==> src/rtl/spi_tx_arbiter.sv <==
// rtl/spi_tx_arbiter.sv - round-robin burst arbiter in front of the SPI TX FIFO write port
// Optional burst watchdog: define SPI_TX_ARB_TIMEOUT_EN to add TIMEOUT_FLAG / TIMEOUT_CLR.
module spi_tx_arbiter #(
    parameter int NUM_REQ    = 4,
    parameter int DATA_WIDTH = 32,
    parameter int TIMEOUT    = 16
) (
    input  logic                          CLK,
    input  logic                          RST_N,
    input  logic [NUM_REQ-1:0]            REQ,
    input  logic [2*NUM_REQ-1:0]          BURST_LEN,
    input  logic [NUM_REQ-1:0]            VALID,
    input  logic [DATA_WIDTH*NUM_REQ-1:0] WDATA,
    output logic [NUM_REQ-1:0]            GNT,
    output logic                          READY,
    input  logic                          FIFO_FULL,
    output logic                          FIFO_WRITE,
    output logic [DATA_WIDTH-1:0]         FIFO_DATA,
`ifdef SPI_TX_ARB_TIMEOUT_EN
    output logic                          TIMEOUT_FLAG,
    input  logic                          TIMEOUT_CLR,
`endif
    output logic                          BUSY
);

    localparam int IW = (NUM_REQ > 1) ? $clog2(NUM_REQ) : 1;

    if (NUM_REQ < 2 || NUM_REQ > 8 || TIMEOUT < 1) begin : g_bad_param
        $error("spi_tx_arbiter: NUM_REQ must be 2..8 and TIMEOUT at least 1");
    end

    typedef enum logic {
        IDLE  = 1'b0,
        BURST = 1'b1
    } state_t;

    state_t          state;
    logic [IW-1:0]   last;
    logic [IW-1:0]   owner;
    logic [1:0]      cnt;

    logic [DATA_WIDTH-1:0] wdata_arr [NUM_REQ];
    logic [1:0]            len_arr   [NUM_REQ];

    for (genvar i = 0; i < NUM_REQ; i++) begin : g_unpack
        assign wdata_arr[i] = WDATA[DATA_WIDTH*(i+1)-1 : DATA_WIDTH*i];
        assign len_arr[i]   = BURST_LEN[2*i+1 : 2*i];
    end

    // Scan from last+1 upward; iterating downward lets the nearest candidate win.
    logic [IW-1:0] win;
    logic [IW-1:0] cand;
    logic          any_req;

    always_comb begin
        win     = '0;
        cand    = '0;
        any_req = 1'b0;
        for (int k = NUM_REQ - 1; k >= 0; k--) begin
            cand = IW'((int'(last) + 1 + k) % NUM_REQ);
            if (REQ[cand]) begin
                win     = cand;
                any_req = 1'b1;
            end
        end
    end

    logic in_burst;
    logic beat;

    assign in_burst   = (state == BURST);
    assign READY      = in_burst && !FIFO_FULL;
    assign beat       = READY && VALID[owner];
    assign FIFO_WRITE = beat;
    assign FIFO_DATA  = in_burst ? wdata_arr[owner] : '0;

    logic timeout_hit;

`ifdef SPI_TX_ARB_TIMEOUT_EN
    localparam int WD_W = $clog2(TIMEOUT + 1);

    logic [WD_W-1:0] wd_cnt;
    logic            wd_idle;

    // Only cycles where the FIFO could have taken a word count as idle.
    assign wd_idle     = in_burst && !VALID[owner] && !FIFO_FULL;
    assign timeout_hit = wd_idle && (wd_cnt == WD_W'(TIMEOUT - 1));

    always_ff @(posedge CLK) begin
        if (!RST_N) begin
            wd_cnt       <= '0;
            TIMEOUT_FLAG <= 1'b0;
        end else begin
            if (!in_burst || beat || timeout_hit)
                wd_cnt <= '0;
            else if (wd_idle)
                wd_cnt <= wd_cnt + 1'b1;

            if (timeout_hit)
                TIMEOUT_FLAG <= 1'b1;
            else if (TIMEOUT_CLR)
                TIMEOUT_FLAG <= 1'b0;
        end
    end
`else
    assign timeout_hit = 1'b0;
`endif

    always_ff @(posedge CLK) begin
        if (!RST_N) begin
            state <= IDLE;
            GNT   <= '0;
            BUSY  <= 1'b0;
            cnt   <= 2'd0;
            owner <= '0;
            last  <= IW'(NUM_REQ - 1);
        end else begin
            case (state)
                IDLE: begin
                    if (any_req) begin
                        GNT   <= {{(NUM_REQ-1){1'b0}}, 1'b1} << win;
                        BUSY  <= 1'b1;
                        cnt   <= len_arr[win];
                        owner <= win;
                        state <= BURST;
                    end
                end
                BURST: begin
                    // Abort (REQ drop or watchdog) and last beat share the same exit.
                    if (!REQ[owner] || timeout_hit || (beat && cnt == 2'd0)) begin
                        GNT   <= '0;
                        BUSY  <= 1'b0;
                        cnt   <= 2'd0;
                        last  <= owner;
                        state <= IDLE;
                    end else if (beat) begin
                        cnt <= cnt - 2'd1;
                    end
                end
                default: state <= IDLE;
            endcase
        end
    end

endmodule

==> config.mk <==
export PLATFORM = sky130hd
export DESIGN_NAME = spi_tx_arbiter
export DESIGN_NICKNAME = d
export VERILOG_FILES = /design/src/rtl/spi_tx_arbiter.sv
export SDC_FILE = /design/constraint.sdc
export NUM_CORES = 1
export LEC_CHECK = 0
export CAP_MARGIN = 10
export CORE_UTILIZATION = 32
export CTS_CLUSTER_SIZE = 14
export DETAILED_ROUTE_END_ITERATION = 7
export PLACE_DENSITY = 0.92
export SYNTH_ARGS = -nofsm -noshare
export SYNTH_HDL_FRONTEND = slang
export SYNTH_SLANG_ARGS = --single-unit
export TNS_END_PERCENT = 1
==> constraint.sdc <==
create_clock -name CLK -period 3.9 [get_ports CLK]
set_input_delay 0.78 -clock CLK [delete_from_list [all_inputs] [get_ports CLK]]
set_output_delay 0.78 -clock CLK [all_outputs]
set_load 0.03 [all_outputs]
# ---- Word-level counts from Yosys, hierarchy flattened
# Index checks and enable logic that the tools add are counted.
dict set report totals {
  reg_bits 12
  latchBits 0
  ramBits 0
  wordCells 76
  in_bits 147
  mem_bits_ro 0
  out_inout_bits 39
  mem_count 0
}
dict set report classes {
  n_addsub 5
  bitwise 3
  div 0
  multipliers 0
  n_shift 1
  n_eq_ne 3
  n_mux 40
  magnitude_cmp 7
  n_reduce_logical 11
}
# op n
set ops {}
lappend ops {{$mux W32} 3}
lappend ops {{$bmux W32 S2} 1}
lappend ops {{$mux W2} 9}
lappend ops {{$lt A2 B3 Y1 const B} 5}
lappend ops {{$mux W1} 14}
lappend ops {{$bmux W1 S2} 6}
lappend ops {{$mux W4} 2}
lappend ops {{$pmux W4 S2} 1}
lappend ops {{$reduce_and A2 Y1} 4}
lappend ops {{$ge A3 B3 Y1 const B} 2}
lappend ops {{$not A2 Y3} 2}
lappend ops {{$add A2 B1 Y2 const B} 2}
lappend ops {{$add A2 B2 Y2 const B} 2}
lappend ops {{$bmux W2 S2} 1}
lappend ops {{$pmux W1 S2} 2}
lappend ops {{$pmux W2 S2} 1}
lappend ops {{$shl A1 B2 Y4 const A} 1}
lappend ops {{$logic_and A1 B1 Y1} 3}
lappend ops {{$ne A3 B1 Y1 const B} 1}
lappend ops {{$logic_not A1 Y1} 2}
lappend ops {{$logic_not A2 Y1} 1}
lappend ops {{$ne A2 B1 Y1 const B} 1}
lappend ops {{$ne A2 B2 Y1 const B} 1}
lappend ops {{$sub A2 B1 Y2 const B} 1}
lappend ops {{other kinds (2)} 2}

# ---- Depth between registers and ports, before layout
# Gate-level depths: netlist of run 1.
dict set report depth {
  depth_word 14
  mapped_depth 7
  ltp_nobuf 6
}

# ---- Least setup slack after synthesis of run 1
# No wires, ideal clock.
dict set report synth_path {
  path_type {input-to-output}
  start {in FIFO_FULL}
  end {out FIFO_WRITE}
  t_required_ns 3.120
  path_slack_ns 1.389
  cell_stages 3
  path_buffers 0
  t_arrival_ns 1.731
  path_cell_list {nor2b_1 -> o21ai_1 -> inv_1}
}
dict set report synth_between {
  elab_chain_cells 3
}
# element line
set synth_lines {}
lappend synth_lines {{start, declared} 16} ;# input logic FIFO_FULL,
lappend synth_lines {{$logic_not A1 Y1} 72} ;# assign READY = in_burst && !FIFO_FULL;
lappend synth_lines {{$logic_and A1 B1 Y1} 72}
lappend synth_lines {{$logic_and A1 B1 Y1} 73} ;# assign beat = READY && VALID[owner];
lappend synth_lines {{end, declared} 17} ;# output logic FIFO_WRITE,
# No other way between the ends.

# ---- Worst setup path after layout of run 1
dict set report layout_path {
  start {reg owner[0]}
  end {out FIFO_DATA[6]}
}
dict set report layout_between {
  elab_chain_cells 5
}
# element line
set layout_lines {}
lappend layout_lines {{start, declared} 39} ;# logic [IW-1:0] owner;
lappend layout_lines {{start signal, assigned} 124} ;# owner <= win;
lappend layout_lines {{$not A2 Y3 (implied by the code)} 75} ;# assign FIFO_DATA = in_burst ? wdata_arr[owner] : '0;
lappend layout_lines {{$bmux W32 S2} 75}
lappend layout_lines {{$mux W32 (implied by the code) (2 in a row)} 75}
lappend layout_lines {{$mux W32} 75}
lappend layout_lines {{end, declared} 18} ;# output logic [DATA_WIDTH-1:0] FIFO_DATA,
# No other way between the ends. The select of a mux whose other input is x is not followed.

==> results of run 1 <==
registers in the layout (all words and copies together) (netlist names):
signal,cells
BUSY,1
GNT,4
cnt,2
in_burst,1
last,2
owner,2
how the worst max path moves through the flow:
stage               cells after the start             to
detailed placement                      4  FIFO_DATA[15]
CTS                                     4   FIFO_DATA[2]
global route                            4   FIFO_DATA[6]
floorplan                               3     FIFO_WRITE
finish                                  4   FIFO_DATA[6]
global placement                        6     FIFO_WRITE
placed cells by master (no fill, tap or decap), types with 2 or more instances in the layout:
master / Yosys / layout
sky130_fd_sc_hd__dfxtp_2: 0 / 2
sky130_fd_sc_hd__nor3b_1: 2 / 2
sky130_fd_sc_hd__a21oi_1: 2 / 2
sky130_fd_sc_hd__buf_4: 1 / 3
sky130_fd_sc_hd__dfxtp_1: 12 / 10
sky130_fd_sc_hd__o21a_1: 2 / 2
sky130_fd_sc_hd__nand2b_1: 4 / 4
sky130_fd_sc_hd__clkdlybuf4s50_1: 0 / 185
sky130_fd_sc_hd__clkbuf_8: 0 / 3
sky130_fd_sc_hd__inv_1: 7 / 7
sky130_fd_sc_hd__nand2_1: 14 / 14
sky130_fd_sc_hd__mux4_2: 32 / 32
sky130_fd_sc_hd__mux2i_1: 8 / 8
sky130_fd_sc_hd__a32oi_1: 2 / 2
sky130_fd_sc_hd__nor2b_1: 4 / 4
sky130_fd_sc_hd__a31oi_1: 3 / 3
sky130_fd_sc_hd__and2_1: 35 / 35
sky130_fd_sc_hd__and3_1: 3 / 3
sky130_fd_sc_hd__nor2_1: 8 / 8
sky130_fd_sc_hd__o21ai_0: 2 / 2
stage by stage:
step	power, mW	utilization, %
detailed placement	0.765	70.6
global route	0.920	71.4
finish	0.877	71.4
global placement	0.751	70.6
CTS	0.878	71.4
floorplan	0.490	-
where the power goes:
| part | leakage (nW) | total (mW) | switching (mW) | internal [mW] |
|---|---|---|---|---|
| Sequential | 0.0997 | 0.170 | 0.0313 | 0.138 |
| Clock | 0.0216 | 0.112 | 0.0444 | 0.0680 |
| Combinational | 1.24 | 0.595 | 0.242 | 0.353 |
kinds of logic (layout without fill, tap and decap cells):
family	Yosys count	in the layout	synth area share (%)
AOI/OAI and AO/OA	23	23	11.1
adders and majority gates	1	1	0.697
buffers and inverters	22	199	5.86
DFF	12	12	13.4
muxes	42	42	46.1
and+or+nand+nor	74	74	22.9
worst register-to-register path, stage by stage, from the launching register on:
cell	delay, ns
sky130_fd_sc_hd__dfxtp_1	0.68
sky130_fd_sc_hd__buf_4	0.36
sky130_fd_sc_hd__nand2b_1	0.43
sky130_fd_sc_hd__o31ai_4	0.14
sky130_fd_sc_hd__and3_1	0.21
sky130_fd_sc_hd__o31a_1	0.28
Yosys cell counts (all sizes together):
cell type | count | area, um2
and2 | 36 | 228
mux4 | 32 | 721
nand2 | 14 | 52.6
dfxtp | 12 | 240
clkbuf | 9 | 33.8
mux2i | 8 | 80.1
nor2 | 8 | 30.0
inv | 7 | 26.3
buf | 6 | 45.0
nand2b | 4 | 25.0
nor2b | 4 | 25.0
o21ai | 4 | 31.3
a31oi | 3 | 18.8
and3 | 3 | 18.8
a21oi | 2 | 10.0
a32oi | 2 | 17.5
mux2 | 2 | 26.3
nor3b | 2 | 15.0
o21a | 2 | 15.0
a211o | 1 | 8.76
a21bo | 1 | 10.0
a21boi | 1 | 7.51
ha | 1 | 12.5
nand3 | 1 | 5.00
nor3 | 1 | 5.00
o211a | 1 | 10.0
o22a | 1 | 8.76
o22ai | 1 | 12.5
o311a | 1 | 10.0
o31a | 1 | 8.76
o31ai | 1 | 21.3
o32ai | 1 | 8.76
or2 | 1 | 6.26
per-layer routing:
metal  part of all wire [%]  global-route usage (%)
met5                      0                       0
met4                    3.4                    9.81
met3                    6.7                    5.60
met2                     54                    48.4
met1                     36                    27.8
cell type report:
type                       instances  area (um2)  area share [%]
tap                               70        87.6            2.34
timing repair buffer             189        1890            50.6
clock buffer                       3        41.3            1.10
sequential                        12         243            6.49
multi-input combinational        140        1450            38.7
inverter                           7        26.3           0.702
==> impl_metrics.env, run 1 <==
export IMPL_outcome="finished, final reports clean"
export IMPL_grt_total_usage_pct=25.8
export IMPL_max_slew_margin_pct=61.5
export IMPL_worstPathBufferInverterCount=2
export IMPL_worstHoldPathCells=2
export IMPL_htreeDepth=1
export IMPL_cts_repair_resize_count=0
export IMPL_layout_setup_ws_ns=0.594
export IMPL_cts_post_setup_buffers_inserted=0
export IMPL_critical_path_arrival_ns=2.53
export IMPL_timing_critical_path_to_type="primary output"
export IMPL_maxCapViolations=0
export IMPL_synth_net_count=322
export IMPL_timing_final_max_slew_violations=0
export IMPL_cts_root_buf="sky130_fd_sc_hd__clkbuf_8"
export IMPL_placed_area_um2=3700
export IMPL_finalInstanceArea_um2=3740
export IMPL_setup_reg_to_reg_worst_slack_ns=1.70
export IMPL_critical_path_slowest_cell="sky130_fd_sc_hd__dfxtp_2"
export IMPL_wl_per_cell_um=18.7
export IMPL_filler_cell_count=387
export IMPL_holdCritPathClass="reg -> reg"
export IMPL_tns_ns=0
export IMPL_clock_pin_slew_of_the_registers_on_the_worst_case_setup_and_hold_paths_ns=0.05
export IMPL_dp_worst_setup_slack_ns=0.660
export IMPL_initial_utilization_pct=34.3
export IMPL_cp_startpoint="owner[0]"
export IMPL_ys_ff_latch=12
export IMPL_power_per_cell_area_nw_per_um2=234
export IMPL_critical_path_top_delay_family="buffers and inverters"
export IMPL_cp_start_kind="flop"
export IMPL_worst_setup_path_type="reg -> out"
export IMPL_layout_cells_non_filler=421
export IMPL_die_area_um2=5910
export IMPL_overflow=0
export IMPL_worst_r2r_path_depth=5
export IMPL_grt_antenna_before_repair=0
export IMPL_required_ns=3.12
export IMPL_synth_cell_area_um2=1790
export IMPL_largest_voltage_drop_on_the_vdd_net_mv=0.224
export IMPL_areaGrowthSynthToFinish_pct=109
export IMPL_place_detailed_hpwl_mm=6.67
export IMPL_drt_drc_violations_left=0
export IMPL_routed_via_count=2153
export IMPL_synth_yosys_seq_area_share_pct=13.4
export IMPL_grt_max_degree=24
export IMPL_postSynthCellCount=174
export IMPL_final_wirelength_mm=7.86
export IMPL_number_of_nets_with_antenna_violations_after_routing=0
export IMPL_worst_hold_path_endpoint="BUSY"
export IMPL_post_route_period_util_pct=84.8
export IMPL_die_y_um=76.9
export IMPL_syn_area_per_cell_um2=10.3
export IMPL_postCtsHoldBufs=0
export IMPL_timing_fmax_mhz=303
export IMPL_clock_tree_buf_depth=2
export IMPL_rows=26
export IMPL_timing_worst_slew_pin_value_ns=0.576
export IMPL_port_buffer_count=185
export IMPL_clock_insertion_delay_worst_skew_ns=0.24
export IMPL_yosysUniqueCellTypes=39
export IMPL_post_route_cells_drive_above_1_share_pct=13.7
export IMPL_drt_first_iter_violations=109
export IMPL_place_inst=418
export IMPL_floorplan_die_width_um=76.9
export IMPL_cp_cell_sequence="buf_4 > mux4_2 > and2_1 > clkdlybuf4s50_1"
export IMPL_grt_pass1_wl_mm=11.9
export IMPL_holdWs_ns=0.457
export IMPL_antenna_cells=0
export IMPL_vias_per_cell=5.11
export IMPL_rsz0062_at_grt="no"
export IMPL_ys_warn_count=0
export IMPL_critical_path_peak_fanout=18
export IMPL_cpPeakStageDelay_ns=0.68
export IMPL_numCtsBuffers=3
export IMPL_reg2reg_from="in_burst"
export IMPL_crit_reg2reg_capture="cnt[0]"
export IMPL_io_pins=186
export IMPL_fin_skew_ns=0.00338
export IMPL_hold_path_startpoint="BUSY"
export IMPL_drtPass1Iterations=4
export IMPL_cts_tree="built"
export IMPL_period_minus_ws_final_ns=3.31
export IMPL_gpl_final_weighted_congestion=0.861
export IMPL_core_area_um2=5240
export IMPL_power_leakage_nw=1.36
export IMPL_hold_viol=0
export IMPL_grt_pass1_vias=2197
export IMPL_setup_violations_final=0
export IMPL_num_clock_sinks=12
export IMPL_nets=501
(Power assumes the default switching activity.)
==> inputs of run 2 (changes only) <==
Settings changed: CORE_UTILIZATION 32 to 30, PLACE_DENSITY 0.92 to 0.88.
Clock period 3.9 ns to 3.4 ns, I/O delays scaled along.
==> run 2 against run 1 <==
  * Non-clock buffer count is 2 higher
  * Die area rose by 6.5%
  * Sequential power is 11% higher
  * Clock skew decreased by 0.0031 ns
  * Via count is essentially flat
  * Worst hold slack worse by 0.0047 ns
  * Setup slack worse by 0.24 ns
  * Core utilization fell by 4.1 points
  * Global-route usage decreased by 2.6 points
  * Cell count is 1.2% higher
  * Total power rose by 18%
  * First-iteration DRC count is 39% lower
  * Largest cell class unchanged
  * Highest routed layer unchanged
==> impl_metrics.env, run 2 (synthesis gave the netlist of run 1 again) <==
export IMPL_outcome="finished, final reports clean"
export IMPL_grt_max_degree=21
export IMPL_cts_root_buf="sky130_fd_sc_hd__clkbuf_8"
export IMPL_timing_final_max_slew_violations=0
export IMPL_critical_path_peak_fanout=1
export IMPL_wl_per_cell_um=17.8
export IMPL_grt_pass1_vias=2145
export IMPL_met2WireLength_mm=3.92
export IMPL_worst_r2r_path_depth=7
export IMPL_period_minus_ws_final_ns=3.05
export IMPL_vias_per_cell=5.05
export IMPL_worst_setup_path_type="in -> out"
export IMPL_drt_drc_violations_left=0
export IMPL_drt_first_iter_violations=66
export IMPL_number_of_nets_with_antenna_violations_after_routing=0
export IMPL_max_slew_margin_pct=65.2
export IMPL_timing_critical_path_to_type="primary output"
export IMPL_htreeDepth=1
export IMPL_grt_pass1_wl_mm=11.1
export IMPL_routed_via_count=2151
export IMPL_core_area_um2=5640
export IMPL_crit_reg2reg_capture="cnt[0]"
export IMPL_floorplan_die_width_um=79.3
export IMPL_final_wirelength_mm=7.58
export IMPL_multi_input_comb_area_um2=1450
export IMPL_critical_path_arrival_ns=2.37
export IMPL_overflow=0
export IMPL_largest_voltage_drop_on_the_vdd_net_mv=0.320
export IMPL_drt_met1_wl_mm=2.84
export IMPL_clock_pin_slew_of_the_registers_on_the_worst_case_setup_and_hold_paths_ns=0.05
export IMPL_initial_utilization_pct=31.8
export IMPL_clock_tree_buf_depth=2
export IMPL_postCtsHoldBufs=0
export IMPL_holdCritPathClass="reg -> reg"
export IMPL_numCtsBuffers=3
export IMPL_layout_cells_non_filler=426
export IMPL_port_buffer_count=185
export IMPL_post_route_cells_drive_above_1_share_pct=14.4
export IMPL_hold_path_startpoint="BUSY"
export IMPL_place_inst=422
export IMPL_maxCapViolations=0
export IMPL_cts_post_setup_buffers_inserted=0
export IMPL_num_clock_sinks=12
export IMPL_cp_start_kind="input port"
export IMPL_required_ns=2.72
export IMPL_largest_register_ffs=4
export IMPL_timing_fmax_mhz=328
export IMPL_layout_commonest_cell="sky130_fd_sc_hd__clkdlybuf4s50_1"
export IMPL_worst_hold_path_endpoint="BUSY"
export IMPL_cp_startpoint="WDATA[66]"
export IMPL_routed_top_layer="met4"
export IMPL_ff_latch_area_um2=243
export IMPL_clock_insertion_delay_worst_skew_ns=0.24
export IMPL_wl_met3_um=573
export IMPL_power_leakage_nw=1.39
export IMPL_drtPass1Iterations=6
export IMPL_setup_reg_to_reg_worst_slack_ns=1.26
export IMPL_place_detailed_hpwl_mm=6.45
export IMPL_setup_violations_final=0
export IMPL_grt_total_usage_pct=23.2
export IMPL_hold_viol=0
export IMPL_regMostFlops="GNT"
export IMPL_post_route_period_util_pct=89.6
export IMPL_fin_skew_ns=0.000289
export IMPL_die_area_um2=6290
export IMPL_io_pins=186
export IMPL_die_y_um=79.3
export IMPL_grt_antenna_before_repair=0
export IMPL_tns_ns=0
export IMPL_reg2reg_from="owner[1]"
export IMPL_worstHoldPathCells=2
export IMPL_filler_cell_count=428
export IMPL_gpl_final_weighted_congestion=0.842
export IMPL_rsz0062_at_grt="no"
export IMPL_nets=503
export IMPL_layout_cells_most_common_list="185 x sky130_fd_sc_hd__clkdlybuf4s50_1, 35 x sky130_fd_sc_hd__and2_1, 32 x sky130_fd_sc_hd__mux4_2"
export IMPL_cts_tree="built"
export IMPL_cts_repair_resize_count=0
export IMPL_areaGrowthSynthToFinish_pct=112
export IMPL_antenna_cells=0
export IMPL_final_core_util_pct=67.3
export IMPL_rows=27
export IMPL_power_per_cell_area_nw_per_um2=273
export IMPL_timing_worst_slew_pin_value_ns=0.522
## run 2: cell types whose count changed in the layout (fill, tap and decap cells not counted), sizes merged
cell and delta:
buf +2, clkbuf +1
## run 2: cell type report
| type | instances | area share, % |
|---|---|---|
| multi-input cells | 140 | 38.2 |
| inverters | 7 | 0.692 |
| clock buffers | 4 | 1.45 |
| flip-flops and latches | 12 | 6.39 |
| well taps | 72 | 2.37 |
| repair buffers | 191 | 50.9 |
## run 2: worst max path at each step
| stage | depth (start not counted) | slack, ns | endpoint |
|---|---|---|---|
| 6_report | 4 | 0.35 | FIFO_DATA[2] |
| 2_1_floorplan | 3 | 1.09 | FIFO_WRITE |
| 3_5_place_dp | 4 | 0.37 | FIFO_DATA[10] |
| 4_1_cts | 4 | 0.34 | FIFO_DATA[10] |
| 3_3_place_gp | 4 | 0.38 | FIFO_DATA[10] |
| 5_1_grt | 4 | 0.25 | FIFO_DATA[10] |
## run 2: critical path: stages
cell and delay [ns]:
sky130_fd_sc_hd__clkdlybuf4s50_1 0.43, sky130_fd_sc_hd__mux4_2 0.45, sky130_fd_sc_hd__and2_1 0.16, sky130_fd_sc_hd__clkdlybuf4s50_1 0.64
## run 2: layer usage
metal  track usage [%]  vias up
met5                 0        -
li1                  -     1018
met3              5.06       22
met1              26.1     1005
met2              42.1      106
met4              9.09        0
## run 2: where the power goes
part,total [mW],internal (mW),switching (mW)
sequential,0.188,0.159,0.0290
combinational,0.697,0.414,0.283
clock,0.152,0.102,0.0500
total,1.04,0.674,0.362
## run 2: metrics by stage
stage / total power, mW / cell area [um2] / hold slack (ns) / worst slack [ns]
detailed placement: 0.888 / 3740 / 0.443 / 0.368
floorplan: 0.562 / 1790 / 0.462 / 1.09
global route: 1.09 / 3800 / 0.480 / 0.247
finish: 1.04 / 3800 / 0.452 / 0.354
CTS: 1.04 / 3800 / 0.454 / 0.336
global placement: 0.877 / 3740 / 0.441 / 0.379
==> inputs of run 3 (changes only) <==
Settings changed: MAX_ROUTING_LAYER set to met4.
==> run 3 against run 2 <==
  * Combinational power about the same
  * Highest routed layer unchanged
  * Die area is the same
  * First-iteration DRC count up 1.5%
  * Critical path depth did not move
  * Count of clock-buffer cells in the layout unchanged
==> impl_metrics.env, run 3 (synthesis gave the netlist of run 1 again) <==
export IMPL_numCtsBuffers=3
export IMPL_cts_root_buf="sky130_fd_sc_hd__clkbuf_8"
export IMPL_cp_start_kind="input port"
export IMPL_worst_setup_path_type="in -> out"
export IMPL_layout_cells_non_filler=426
export IMPL_post_route_period_util_pct=89.6
export IMPL_final_wirelength_mm=7.63
export IMPL_timing_critical_path_to_type="primary output"
export IMPL_grt_antenna_before_repair=0
export IMPL_die_area_um2=6290
export IMPL_total_switching_power_mw=0.364
export IMPL_tns_ns=0
export IMPL_floorplan_die_width_um=79.3
export IMPL_htreeDepth=1
export IMPL_fin_skew_ns=0.000535
export IMPL_initial_utilization_pct=31.8
export IMPL_cts_tree="built"
export IMPL_period_minus_ws_final_ns=3.05
export IMPL_rows=27
export IMPL_grt_max_degree=21
export IMPL_clock_pin_slew_of_the_registers_on_the_worst_case_setup_and_hold_paths_ns=0.05
export IMPL_grt_pass1_wl_mm=11.1
export IMPL_post_route_cells_drive_above_1_share_pct=14.4
export IMPL_power_switching_fraction_pct=35.0
export IMPL_drt_first_iter_violations=67
export IMPL_critical_path_peak_fanout=1
export IMPL_power_per_cell_area_nw_per_um2=273
export IMPL_dp_worst_setup_slack_ns=0.368
export IMPL_io_pins=186
export IMPL_layout_commonest_cell="sky130_fd_sc_hd__clkdlybuf4s50_1"
export IMPL_timing_final_max_slew_violations=0
export IMPL_clock_tree_buf_depth=2
export IMPL_pwr_share_comb_pct=67.2
export IMPL_place_inst=422
export IMPL_rsz0062_at_grt="no"
export IMPL_cts_repair_resize_count=0
export IMPL_gpl_final_weighted_congestion=0.855
export IMPL_seq_power_share_pct=18.1
export IMPL_holdCritPathClass="reg -> reg"
export IMPL_hold_viol=0
export IMPL_vias_per_cell=5.06
export IMPL_cts_post_setup_buffers_inserted=0
export IMPL_holdWs_ns=0.452
export IMPL_power_leakage_nw=1.39
export IMPL_critical_path_arrival_ns=2.37
export IMPL_largest_voltage_drop_on_the_vdd_net_mv=0.320
export IMPL_maxCapViolations=0
export IMPL_outcome="finished, final reports clean"
export IMPL_timing_fmax_mhz=328
export IMPL_layout_cells_most_common_list="185 x sky130_fd_sc_hd__clkdlybuf4s50_1, 35 x sky130_fd_sc_hd__and2_1, 32 x sky130_fd_sc_hd__mux4_2"
export IMPL_antenna_cells=0
export IMPL_number_of_nets_with_antenna_violations_after_routing=0
export IMPL_grt_pass1_vias=2140
export IMPL_core_area_um2=5640
export IMPL_layout_setup_ws_ns=0.354
export IMPL_postCtsHoldBufs=0
export IMPL_max_slew_margin_pct=63.8
export IMPL_routed_via_count=2155
export IMPL_areaGrowthSynthToFinish_pct=112
export IMPL_num_clock_sinks=12
export IMPL_drtPass1Iterations=6
export IMPL_regMostFlops="GNT"
export IMPL_place_detailed_hpwl_mm=6.45
export IMPL_wl_per_cell_um=17.9
export IMPL_internal_power_mw=0.675
export IMPL_die_y_um=79.3
export IMPL_clock_insertion_delay_worst_skew_ns=0.24
export IMPL_multi_input_comb_area_um2=1450
export IMPL_timing_worst_slew_pin_value_ns=0.543
export IMPL_required_ns=2.72
export IMPL_overflow=0
export IMPL_drt_drc_violations_left=0
export IMPL_ff_latch_area_um2=243
export IMPL_largest_register_ffs=4
export IMPL_port_buffer_count=185
export IMPL_grt_total_usage_pct=23.8
export IMPL_setup_violations_final=0
export IMPL_power_clock_fraction_pct=14.7
export IMPL_filler_cell_count=428
export IMPL_nets=503
## run 3: cell type report
| cell class | instances | share of cell area, % |
|---|---|---|
| Sequential cell | 12 | 6.39 |
| Multi-Input combinational cell | 140 | 38.2 |
| Clock buffer | 4 | 1.45 |
| Tap cell | 72 | 2.37 |
| Timing Repair Buffer | 191 | 50.9 |
| Inverter | 7 | 0.692 |
## run 3: routing by layer
metal,track usage [%],wire [um]
met5,-,0
met4,9.09,241
met3,5.06,605
met2,41.9,3910
met1,26.3,2880
## run 3: power by group through the flow
stage / registers [mW] / logic [mW] / clock network (mW)
3_5_place_dp: 0.191 / 0.697 / 0
2_1_floorplan: 0.183 / 0.379 / 0
5_1_grt: 0.192 / 0.739 / 0.161
4_1_cts: 0.188 / 0.700 / 0.153
6_report: 0.188 / 0.698 / 0.152
3_3_place_gp: 0.190 / 0.687 / 0
## run 3: stage by stage
| step | power [mW] | area, um2 | utilization (%) |
|---|---|---|---|
| 6_report | 1.04 | 3800 | 67.3 |
| 2_1_floorplan | 0.562 | 1790 | - |
| 5_1_grt | 1.09 | 3800 | 67.3 |
| 3_5_place_dp | 0.888 | 3740 | 66.3 |
| 4_1_cts | 1.04 | 3800 | 67.3 |
| 3_3_place_gp | 0.877 | 3740 | 66.3 |
## run 3: worst max-delay path, cell delays in order
cell	delay (ns)
sky130_fd_sc_hd__clkdlybuf4s50_1	0.43
sky130_fd_sc_hd__mux4_2	0.45
sky130_fd_sc_hd__and2_1	0.16
sky130_fd_sc_hd__clkdlybuf4s50_1	0.64
## run 3: final timing paths
check / startpoint / endpoint / slack, ns / cells after the start
setup / recovery: WDATA[66] / FIFO_DATA[2] / 0.35 / 4
hold / removal: BUSY / BUSY / 0.45 / 2
setup reg to reg: owner[1] / cnt[0] / 1.24 / 7
hold reg to reg: BUSY / BUSY / 0.45 / 2
